### config.mk
export PLATFORM = sky130hd
export DESIGN_NAME = alu_pwr_ctrl
export DESIGN_NICKNAME = d
export VERILOG_FILES = /design/src/rtl/alu_pwr_ctrl.sv
export SDC_FILE = /design/constraint.sdc
export NUM_CORES = 1
export LEC_CHECK = 0
export CAP_MARGIN = 0
export CORE_UTILIZATION = 45
export CTS_BUF_LIST = sky130_fd_sc_hd__clkbuf_16
export DETAILED_ROUTE_END_ITERATION = 12
export PLACE_DENSITY = 0.78
export RECOVER_POWER = 100
export SLEW_MARGIN = 20
export SYNTH_ARGS = -nofsm -noshare
export SYNTH_HDL_FRONTEND = slang
export SYNTH_SLANG_ARGS = --single-unit
### constraint.sdc
create_clock -name clk -period 4.5 [get_ports clk]
set_input_delay 0.675 -clock clk [delete_from_list [all_inputs] [get_ports clk]]
set_output_delay 0.675 -clock clk [all_outputs]
set_load 0.02 [all_outputs]
### src/rtl/alu_pwr_ctrl.sv
// Power-sequencing controller for the gated ALU.
// Turns level sleep/wake requests into ordered save/isolate/power-off and
// power-on/restore/un-isolate sequences, and gates ALU start outside ACTIVE.
module alu_pwr_ctrl #(
    parameter int unsigned ISO_DLY     = 2,
    parameter int unsigned PWR_UP_DLY  = 4,
    parameter int unsigned RESTORE_CYC = 1,
    parameter int unsigned CNT_W       = 4
) (
    input  logic       clk,
    input  logic       rst_n,
    input  logic       sleep_req,
    input  logic       wake_req,
    input  logic       alu_busy,
    input  logic       start_in,
    output logic       start_out,
    output logic       alu_pwr_en,
    output logic       iso_en,
    output logic       save,
    output logic       restore,
    output logic       sleep_ack,
    output logic       seq_busy,
    output logic [2:0] pwr_state
);

    typedef enum logic [2:0] {
        ST_ACTIVE  = 3'd0,
        ST_SAVE    = 3'd1,
        ST_ISO     = 3'd2,
        ST_SLEEP   = 3'd3,
        ST_PWR_UP  = 3'd4,
        ST_RESTORE = 3'd5,
        ST_ISO_REL = 3'd6
    } state_t;

    // Dwell-counter reload values (N-1) for the multi-cycle states.
    localparam logic [CNT_W-1:0] ISO_LD     = CNT_W'(ISO_DLY - 1);
    localparam logic [CNT_W-1:0] PWR_UP_LD  = CNT_W'(PWR_UP_DLY - 1);
    localparam logic [CNT_W-1:0] RESTORE_LD = CNT_W'(RESTORE_CYC - 1);

    state_t           state;
    state_t           state_nxt;
    logic [CNT_W-1:0] cnt;
    logic [CNT_W-1:0] cnt_nxt;

    // Next-state and dwell-counter logic; unreachable code 7 falls back to ACTIVE.
    always_comb begin
        state_nxt = state;
        cnt_nxt   = cnt;
        case (state)
            ST_ACTIVE:  if (sleep_req && !alu_busy) state_nxt = ST_SAVE;
            ST_SAVE:    state_nxt = ST_ISO;
            ST_ISO:     if (cnt == '0) state_nxt = ST_SLEEP;
            ST_SLEEP:   if (wake_req) state_nxt = ST_PWR_UP;
            ST_PWR_UP:  if (cnt == '0) state_nxt = ST_RESTORE;
            ST_RESTORE: if (cnt == '0) state_nxt = ST_ISO_REL;
            ST_ISO_REL: state_nxt = ST_ACTIVE;
            default:    state_nxt = ST_ACTIVE;
        endcase

        if (state_nxt != state) begin
            case (state_nxt)
                ST_ISO:     cnt_nxt = ISO_LD;
                ST_PWR_UP:  cnt_nxt = PWR_UP_LD;
                ST_RESTORE: cnt_nxt = RESTORE_LD;
                default:    cnt_nxt = '0;
            endcase
        end else if (cnt != '0) begin
            cnt_nxt = cnt - CNT_W'(1);
        end
    end

    // State, counter and registered Moore output decode of the next state.
    always_ff @(posedge clk or negedge rst_n) begin
        if (!rst_n) begin
            state      <= ST_ACTIVE;
            cnt        <= '0;
            alu_pwr_en <= 1'b1;
            iso_en     <= 1'b0;
            save       <= 1'b0;
            restore    <= 1'b0;
            sleep_ack  <= 1'b0;
            seq_busy   <= 1'b0;
        end else begin
            state      <= state_nxt;
            cnt        <= cnt_nxt;
            alu_pwr_en <= (state_nxt != ST_SLEEP);
            iso_en     <= (state_nxt == ST_ISO)    || (state_nxt == ST_SLEEP) ||
                          (state_nxt == ST_PWR_UP) || (state_nxt == ST_RESTORE);
            save       <= (state_nxt == ST_SAVE);
            restore    <= (state_nxt == ST_RESTORE);
            sleep_ack  <= (state_nxt == ST_SLEEP);
            seq_busy   <= (state_nxt != ST_ACTIVE) && (state_nxt != ST_SLEEP);
        end
    end

    // State register is already clocked, so its encoding is glitch-free.
    assign pwr_state = state;

    // ALU launch gate: only in ACTIVE and never once sleep is being requested.
    assign start_out = start_in && (state == ST_ACTIVE) && !sleep_req;

endmodule
Word-level counts from Yosys, hierarchy flattened
Cells that the tools add are included.
{"block": "classes", "n_addsub": 1, "eq_ne": 12, "mux": 9, "n_reduce_logical": 14}
{"cell": "one-hot mux 3 bit (6 select lines)", "n": 1}
{"cell": "two-way mux 3 bit", "n": 5}
{"cell": "equality test 3 x 2 -> 1 bit, second input constant", "n": 4}
{"cell": "equality test 3 bit, second input constant", "n": 4}
{"cell": "two-way mux 4 bit", "n": 2}
{"cell": "equality test 3 x 1 -> 1 bit, second input constant", "n": 2}
{"cell": "logical AND 1 bit", "n": 4}
{"cell": "logical NOT 4 bit", "n": 1}
{"cell": "one-hot mux 2 bit (2 select lines)", "n": 1}
{"cell": "nonzero test 4 bit", "n": 1}
{"cell": "subtractor 4 x 1 -> 4 bit, second input constant", "n": 1}
{"cell": "logical NOT 3 bit", "n": 1}
{"cell": "logical OR 1 bit", "n": 3}
{"cell": "inequality test 3 x 2 -> 1 bit, second input constant", "n": 1}
{"cell": "inequality test 3 bit", "n": 1}
{"cell": "nonzero test 3 bit", "n": 1}
{"cell": "logical NOT 1 bit", "n": 2}
{"cell": "nonzero test 2 bit", "n": 1}
{"block": "totals", "register_bits": 13, "elab_cells": 44}

Longest topological paths before layout
{"block": "depth", "ltp_word": 8, "ltp_mapped": 6, "depth_no_buf": 6}

Worst setup path before layout
OpenSTA, ideal clock, no wires.
{"block": "synth_path", "path_kind": "reg-to-output", "start": "register state[2], in the netlist pwr_state[2]", "end": "output start_out", "arrival_time_ns": 1.006, "required_time_ns": 3.825, "setup_slack_ns": 2.819, "path_stages_with_launch": 4, "path_buffers": 1, "path_cell_list": "dfrtp_1 buf_2 nor2_1 and3_1"}
{"block": "synth_between", "elab_chain_len": 3}
{"item": "from (decl)", "line_no": "41", "text": "state_t state;"}
{"item": "from (signal assigned)", "line_no": "85", "text": "state <= state_nxt;"}
{"item": "logical NOT 3 bit", "line_no": "101", "text": "assign start_out = start_in && (state == ST_ACTIVE) && !sleep_req;"}
{"item": "logical AND 1 bit (2 in series)", "line_no": "101"}
{"item": "to (decl)", "line_no": "16", "text": "output logic start_out,"}
Every way passes these cells.

Final worst setup path
{"block": "layout_path", "start": "input sleep_req", "end": "output start_out"}
{"block": "layout_between", "elab_chain_len": 2}
{"item": "from (decl)", "line_no": "12", "text": "input logic sleep_req,"}
{"item": "logical NOT 1 bit", "line_no": "101"}
{"item": "logical AND 1 bit", "line_no": "101"}
Every way passes these cells.

==> reports/qor.yml <==
clock_tree:
  post_cts_buffers: 0
  clock-sinks: 13
  cts_buffer_depth: 2
  cts.htree.levels: 1
  cts-root-buf: "clkbuf_16"
  clk_pin_slew_ns: 0.04
  cts_hold_buf: 0
  numCtsBuffers: 3
  clkLatencyLatePin_ns: 0.24
  cts_tree: "done"
  postCtsResizedCells: 0
flow_run:
  drv_cap: 0
sta:
  rsz0062_at_grt: "no"
  fin_ws_ns: 1.82
  finalCritPeriodShare_pct: 59.6
  clock_skew_ns: 0.000950
  hold_viol: 0
  fin_crit_ns: 2.68
  fmax_ghz: 0.373
  whs_ns: 0.560
  worstMarginPinSlew_ns: 1.11
  setup_violations: 0
  relSlewSlack_pct: 25.9
  slew_violations: 0
  tns_ns: 0
route:
  firstDrtPassIters: 4
  dr.first_iter.drc_count: 35
  vias: 582
  wl_per_cell_um: 13.3
  drt-total-wl_mm: 1.35
  drc_errors: 0
  via_per_inst: 5.76
  detail-route-antenna-nets: 0
synth:
  netlist.area_leader.share_pct: 45.5
  yosysSeqAreaShare_pct: 49.4
  post_synth.cell_area_avg_um2: 9.44
  ys_ff_latch: 13
  syn-instance-count: 70
  synth_edf_count: 0
  synth_area_leader_cell: "dfrtp_1"
  synthArstFlopShare_pct: 100
  synth_area_um2: 661
  synth.area.top_cells: "dfrtp_1 (45%), nor2_1 (5.1%), dfstp_2 (4.0%), a21oi_1 (3.8%), o21ai_0 (3.0%)"
  synth_cell_type_count: 30
  ys_warn_count: 0
  syn_nets: 77
  synthFlopType: "dfrtp_1"
global_route:
  antenna_found_initial: 0
  grt_util_met1_pct: 23.8
  met2_usage_pct: 28.6
  gr-total-overflow: 0
  first_global_vias: 484
  top_usage_layer: "met2"
  gr-usage-all-layers_pct: 18.9
  use_met3_pct: 3.33
  grt_max_degree: 14
  grt_first_pass_wirelength_mm: 1.99
pwr:
  powerDensity_nw_per_um2: 763
  cellLeakagePower_nw: 0.403
  ir_drop_uv: 400
layout:
  mostFrequentLayoutCell: "dlygate4sd3_1"
  regArea_um2: 327
  layout_common_cells: "dlygate4sd3_1 (13), dfrtp_1 (12), nor2_1 (9)"
  multi_input_area_um2: 289
  n_fill_cell: 104
  layout-drive-gt1-share_pct: 4.65
  final_nets: 94
  area_growth_pct: 33.5
  fin_util_pct: 66.1
  fin_cells: 101
  n_antenna_cell: 0
min_path:
  hp-class: "reg -> reg"
floorplanning:
  dieArea_um2: 1630
  die_h_um: 40.3
  fp.coreArea_um2: 1330
  dieWidth_um: 40.3
  rows: 13
  initial_core_util_pct: 49.5
  pin_count: 16
critical_path:
  cp_num_buf_inv: 2
  crit_arrival_ns: 2.01
  path_delay_family: "buffers and inverters"
  worst_path_largest_cell_delay_ns: 0.64
  required_ns: 3.83
  worstPathMaxFanout: 2
  end_kind: "primary output"
  worstSetupPathType: "in -> out"
  crit_chain: "clkdlybuf4s50_1 > nor2_1 > and3_1 > dlygate4sd3_1"
  start_kind: "primary input"
  slowest_stage: "dlygate4sd3_1"
status:
  outcome: "finished clean"
placed_design:
  gp_congestion: 0.900
  port_buffers: 15
  hpwl_um: 939
  dp.cells: 97
  post-place-ws_ns: 1.90
[layout make-up]
cell class,instances,area share [%]
sequential,13,37.0
multi-input combinational,49,32.8
timing repair buffer,15,17.0
clock inverter,1,0.426
inverter,5,2.13
tap,15,2.13
clock buffer,3,8.51
[state kept, by name, indices dropped and copies added (netlist names)]
name        count
save            1
cnt             4
restore         1
iso_en          1
alu_pwr_en      1
seq_busy        1
pwr_state       3
sleep_ack       1
[report_power, final]
group | switching [mW] | leakage [nW] | internal [mW]
clock | 0.0461 | 0.0423 | 0.117
sequential | 0.0483 | 0.163 | 0.164
combinational | 0.169 | 0.198 | 0.129
total | 0.263 | 0.403 | 0.410
[synth_stat cells (2+ instances only)]
| master | n |
|---|---|
| nor3_1 | 2 |
| nor2b_1 | 2 |
| nor2_1 | 9 |
| buf_2 | 3 |
| dfrtp_1 | 12 |
| inv_1 | 5 |
| a21oi_1 | 5 |
| nand2b_1 | 3 |
| nand2_1 | 5 |
| o21ai_0 | 4 |
[metrics by stage]
| stage | area [µm²] | power (mW) |
|---|---|---|
| after floorplan | 661 | 0.431 |
| after global placement | 815 | 0.523 |
| after detailed placement | 815 | 0.531 |
| after CTS | 893 | 0.697 |
| after global routing | 882 | 0.721 |
| final | 882 | 0.673 |
[logic make-up (layout without fill, tap and decap cells)]
| family | count (synthesis) | count (layout) | synth area share [%] |
|---|---|---|---|
| flops | 13 | 13 | 49.4 |
| xor+xnor | 1 | 1 | 1.33 |
| compound gates | 19 | 19 | 19.1 |
| simple gates | 28 | 28 | 23.1 |
| buf+inv | 8 | 24 | 5.11 |
| fa+ha+maj | 1 | 1 | 1.89 |
[worst paths after layout]
check | cells after the start | endpoint | start | slack [ns]
min | 2 | cnt[1]$_DFFE_PN0P_ | cnt[1]$_DFFE_PN0P_ | 0.56
max | 4 | start_out | sleep_req | 1.82
max in group asynchronous | 1 | alu_pwr_en$_DFF_PN1_ | rst_n | 3.27
min in group asynchronous | 1 | seq_busy$_DFF_PN0_ | rst_n | 0.87
min reg2reg | 2 | cnt[1]$_DFFE_PN0P_ | cnt[1]$_DFFE_PN0P_ | 0.56
max reg2reg | 6 | pwr_state[0]$_DFF_PN0_ | cnt[0]$_DFFE_PN0P_ | 2.37
[metal layers]
layer  wire length, µm  share of wire [%]
met1               613                 46
met2               615                 46
met3                81                6.0
met4                34                2.5
met5                 0                  0
[worst reg2reg max path: cells and delay by family (launching register included)]
kind,cells,cell delay (ns)
compound gates,1,0.15
simple gates,2,0.96
xor+xnor,1,0.23
fa+ha+maj,1,0.19
flops,1,0.39
buf+inv,1,0.07
Note: power is estimated with default switching activity, not from simulation.
==> patch 1 (same flow settings) <==
Make the reset (`rst_n`) synchronous in one clocked block.
--- a/src/rtl/alu_pwr_ctrl.sv
+++ b/src/rtl/alu_pwr_ctrl.sv
@@ -71,7 +71,7 @@
     end
 
     // State, counter and registered Moore output decode of the next state.
-    always_ff @(posedge clk or negedge rst_n) begin
+    always_ff @(posedge clk) begin
         if (!rst_n) begin
             state      <= ST_ACTIVE;
             cnt        <= '0;
Function: differs if rst_n is asserted again (counterexample within 4 cycles, from zero or initial values and one cycle with rst_n low); with rst_n held inactive, the same outputs for 10 cycles.
==> patch 1 against the unedited design <==
Routed wire length grew 4.5%. Cell area decreased by 2.1%. Combinational power fell by 42%. Sequential cell count unchanged. Register-to-register slack is essentially flat. Area after synthesis decreased by 0.95%. Total power shrank 27%. Worst setup slack worse by 0.077 ns. Critical path type unchanged.
==> patch 1: results (changes against the unedited design) <==
<table>
<tr><th>Metric</th><th>Value</th></tr>
<tr><th colspan="2">Layout</th></tr>
<tr><td>Share of layout cells above drive strength 1</td><td>11.6% (+7.0 points)</td></tr>
<tr><th colspan="2">Yosys</th></tr>
<tr><td>Predominant post-synthesis flop cell</td><td>sky130_fd_sc_hd__dfxtp_1</td></tr>
<tr><td>Synth async-reset ratio</td><td>0% (-100 points)</td></tr>
<tr><td>Fraction of the yosys area taken by sequential cells</td><td>39.8% (-9.7 points)</td></tr>
<tr><td>Commonest cells in the netlist</td><td>sky130_fd_sc_hd__dfxtp_1, sky130_fd_sc_hd__nor2_1, sky130_fd_sc_hd__nand2_1</td></tr>
<tr><td>Post-synth cell types</td><td>36 (+20%)</td></tr>
<tr><td>Top post-synthesis cells by area</td><td>sky130_fd_sc_hd__dfxtp_1, sky130_fd_sc_hd__nor2_1, sky130_fd_sc_hd__a21oi_1</td></tr>
<tr><td>Warnings from Yosys</td><td>0 (unchanged)</td></tr>
<tr><th colspan="2">STA</th></tr>
<tr><td>Pin slew with the least headroom to its limit</td><td>1.04 ns (-0.0670 ns)</td></tr>
<tr><td>Skew final</td><td>0.000666 ns (-0.000284 ns)</td></tr>
<tr><th colspan="2">Status</th></tr>
<tr><td>Result of the run</td><td>finished clean</td></tr>
<tr><th colspan="2">Global routing</th></tr>
<tr><td>Via count of the first global-routing pass</td><td>505 (+4.3%)</td></tr>
<tr><td>Largest net degree at the start of global routing</td><td>16 (+2)</td></tr>
<tr><td>Total routing usage reported by global routing</td><td>23.4% (+4.5 points)</td></tr>
<tr><th colspan="2">Worst hold path</th></tr>
<tr><td>Hold path start</td><td>cnt[1]</td></tr>
<tr><td>Hold worst-path end</td><td>cnt[1]</td></tr>
<tr><th colspan="2">Placed design</th></tr>
<tr><td>Half-perimeter wire length of the detailed placement result</td><td>925 um (-1.5%)</td></tr>
<tr><td>Final weighted congestion in routability-driven placement</td><td>0.794 (-12%)</td></tr>
<tr><th colspan="2">Worst setup path</th></tr>
<tr><td>End of the worst register-to-register path</td><td>save</td></tr>
<tr><td>Reg2reg start</td><td>cnt[0]</td></tr>
<tr><td>Data arrival, critical path</td><td>2.08 ns (+0.07 ns)</td></tr>
<tr><td>Stage delay of the slowest cell on the critical path</td><td>0.69 ns (+0.05 ns)</td></tr>
<tr><td>Highest net fanout along the worst path</td><td>2 (unchanged)</td></tr>
<tr><th colspan="2">Route</th></tr>
<tr><td>Initial DRC Count</td><td>21 (-40%)</td></tr>
<tr><td>Via Count</td><td>563 (-3.3%)</td></tr>
<tr><th colspan="2">Power and ir drop</th></tr>
<tr><td>Worst voltage drop across the vdd grid</td><td>0.306 mV (-24%)</td></tr>
<tr><td>Leakage power summed over all cells</td><td>0.360 nW (-11%)</td></tr>
</table>
patch 1: changes by cell type after synthesis, sizes merged, moves of 2 or more:
cell and delta:
dfrtp -12, o22ai +2, nor2 -2, nand2b -2, nand3 +2, dfxtp +13
a21boi +2, inv -2
patch 1: layout make-up:
class                   count  area, um2
clock buffers               3       75.1
clock inverters             1       5.00
fillers                   119        470
inverters                   3       11.3
multi-input cells          51        343
flip-flops and latches     13        260
well taps                  15       18.8
repair buffers             15        150
patch 1: worst register-to-register path, cell delays in order, from the launching register on:
cell,delay [ns]
sky130_fd_sc_hd__dfxtp_1,0.31
sky130_fd_sc_hd__inv_1,0.09
sky130_fd_sc_hd__ha_1,0.22
sky130_fd_sc_hd__nor3b_1,0.71
sky130_fd_sc_hd__o22ai_1,0.16
sky130_fd_sc_hd__a21oi_1,0.36
sky130_fd_sc_hd__a21boi_0,0.21
patch 1: worst max-delay path by stage:
stage	start	end	slack (ns)	cells past startpoint
after detailed placement	start_in	start_out	1.89	3
final	sleep_req	start_out	1.74	3
after global placement	start_in	start_out	1.93	3
after floorplan	pwr_state[2]	start_out	2.45	2
after CTS	pwr_state[2]	start_out	1.82	3
after global routing	sleep_req	start_out	1.65	3
patch 1: cell families (layout without fill, tap and decap cells):
family | after synthesis | count (layout) | share of synthesized area (%)
buf+inv | 6 | 22 | 3.82
flops | 13 | 13 | 39.8
mux | 1 | 1 | 1.72
xor+xnor | 1 | 1 | 1.34
simple gates | 27 | 27 | 25.1
fa+ha+maj | 1 | 1 | 1.91
compound gates | 21 | 21 | 26.4
patch 1: metal layers:
metal	part of all wire, %	vias to the layer above	GRT usage, %
met2	46	23	32.3
met5	0	-	0
met1	45	254	30.1
met4	2.5	0	18.1
li1	-	282	-
met3	6.0	4	6.67
patch 1: power by group:
group          total, mW  leakage (nW)  internal (mW)  switching, mW
clock network      0.167        0.0409          0.118         0.0486
registers          0.155         0.106          0.136         0.0191
logic              0.172         0.213         0.0768         0.0949
total              0.493         0.360          0.331          0.163
patch 1: metrics by stage:
stage / setup slack [ns] / area [um2] / hold slack, ns / cells
after floorplan: 2.45 / 654 / 0.498 / 70
after global placement: 1.93 / 810 / 0.521 / 97
after detailed placement: 1.89 / 810 / 0.529 / 97
after CTS: 1.82 / 890 / 0.540 / 101
after global routing: 1.65 / 863 / 0.570 / 101
final: 1.74 / 863 / 0.532 / 101
==> patch 2 (same flow settings) <==
Without the edit above. Set the parameter `CNT_W` to 6 (it was 4).
--- a/src/rtl/alu_pwr_ctrl.sv
+++ b/src/rtl/alu_pwr_ctrl.sv
@@ -5,7 +5,7 @@
     parameter int unsigned ISO_DLY     = 2,
     parameter int unsigned PWR_UP_DLY  = 4,
     parameter int unsigned RESTORE_CYC = 1,
-    parameter int unsigned CNT_W       = 4
+    parameter int unsigned CNT_W       = 6
 ) (
     input  logic       clk,
     input  logic       rst_n,
Check against the original RTL: same outputs for any inputs over 10 cycles, from zero or initial values and one cycle with rst_n low; that may be too few to reach the edited logic, so the function may still have changed.
==> patch 2 against the unedited design <==
Area after synthesis increased by 26%. Via count is 19% higher. Largest power group unchanged. Sequential cell count is 2 higher. Cell area rose by 17%. Worst setup slack got worse by 0.061 ns. Highest routed layer unchanged. Largest cell class is now multi-input gates. Sequential share of layout area is 0.62 points lower. Total power increased by 16%. Non-clock buffer count is the same. Routed wire length grew 38%.
==> patch 2: results (changes against the unedited design) <==
<table>
<tr><th>Metric</th><th>Value</th></tr>
<tr><th colspan="2">Global routing</th></tr>
<tr><td>Wire length of the first global-routing pass</td><td>3.19 mm (+60%)</td></tr>
<tr><td>GRT met1 Usage</td><td>29.3% (+5.5 points)</td></tr>
<tr><td>Fraction of met2 tracks used by global routing</td><td>36.2% (+7.6 points)</td></tr>
<tr><td>Largest net degree at the start of global routing</td><td>20 (+6)</td></tr>
<tr><td>Via count of the first global-routing pass</td><td>645 (+33%)</td></tr>
<tr><td>Total routing usage reported by global routing</td><td>22.5% (+3.5 points)</td></tr>
<tr><th colspan="2">Route</th></tr>
<tr><td>Total Wirelength</td><td>1.86 mm (+38%)</td></tr>
<tr><td>Via Count</td><td>695 (+19%)</td></tr>
<tr><td>Initial DRC Count</td><td>30 (-14%)</td></tr>
<tr><td>Wire length on met1</td><td>794 um (+30%)</td></tr>
<tr><td>DR WL met2</td><td>971 um (+58%)</td></tr>
<tr><td>Sum of met3 wire segment lengths after detailed routing</td><td>76 um (-6.2%)</td></tr>
<tr><th colspan="2">Layout</th></tr>
<tr><td>Final nets</td><td>106 (+13%)</td></tr>
<tr><td>Max FFs per register</td><td>6 (+2)</td></tr>
<tr><th colspan="2">Placed design</th></tr>
<tr><td>Number of cells in the design after placement</td><td>119 (+23%)</td></tr>
<tr><td>Final weighted congestion in routability-driven placement</td><td>0.787 (-13%)</td></tr>
<tr><td>Area post-placement</td><td>983 um2 (+21%)</td></tr>
<tr><th colspan="2">Yosys</th></tr>
<tr><td>Gate count after technology mapping</td><td>85 (+21%)</td></tr>
<tr><td>Fraction of the yosys area taken by sequential cells</td><td>45.2% (-4.2 points)</td></tr>
<tr><td>Arithmetic-cell share of the synthesized area counting full adders, half adders and majority gates</td><td>1.50% (-0.39 points)</td></tr>
<tr><td>Total nets after synthesis</td><td>92 (+19%)</td></tr>
<tr><td>Top post-synthesis cells by area</td><td>sky130_fd_sc_hd__dfrtp_1, sky130_fd_sc_hd__o311ai_2, sky130_fd_sc_hd__nand2b_1</td></tr>
<tr><th colspan="2">Worst setup path</th></tr>
<tr><td>Highest net fanout along the worst path</td><td>3 (+1)</td></tr>
<tr><td>End of the worst register-to-register path</td><td>iso_en</td></tr>
<tr><th colspan="2">Power and ir drop</th></tr>
<tr><td>Part of the power in registers</td><td>33.5% (+2.0 points)</td></tr>
<tr><td>Leakage power summed over all cells</td><td>0.455 nW (+13%)</td></tr>
<tr><td>Net Switching</td><td>0.314 mW (+19%)</td></tr>
<tr><th colspan="2">STA</th></tr>
<tr><td>Skew final</td><td>0.00285 ns (+0.00190 ns)</td></tr>
<tr><td>Smallest hold slack</td><td>0.604 ns (+0.0434 ns)</td></tr>
<tr><td>Pin slew with the least headroom to its limit</td><td>0.650 ns (-0.460 ns)</td></tr>
<tr><th colspan="2">Worst hold path</th></tr>
<tr><td>Hold path start</td><td>cnt[2]</td></tr>
<tr><td>Hold worst-path end</td><td>cnt[2]</td></tr>
<tr><th colspan="2">Status</th></tr>
<tr><td>Result of the run</td><td>finished clean</td></tr>
</table>
patch 2: changes by cell type in the layout (fill, tap and decap cells not counted), moves of 2 or more:
cell / delta
sky130_fd_sc_hd__dfrtp_1: +2
sky130_fd_sc_hd__nand3_1: +3
sky130_fd_sc_hd__nor2_1: -3
sky130_fd_sc_hd__nand2b_1: +2
sky130_fd_sc_hd__inv_1: -3
sky130_fd_sc_hd__nor4_1: +3
sky130_fd_sc_hd__nand2_1: -3
patch 2: final cells by class:
cell class | count | area [um2]
fillers | 158 | 692
multi-input cells | 61 | 385
flip-flops and latches | 15 | 377
repair buffers | 15 | 150
clock buffers | 3 | 75.1
well taps | 25 | 31.3
inverters | 3 | 11.3
clock inverters | 1 | 5.00
patch 2: power groups by stage:
stage                     logic, mW  clock network (mW)  registers [mW]
after global routing          0.389               0.182           0.274
after CTS                     0.391               0.177           0.266
after detailed placement      0.388                   0           0.267
after global placement        0.373                   0           0.263
final                         0.349               0.173           0.262
after floorplan               0.276                   0           0.268
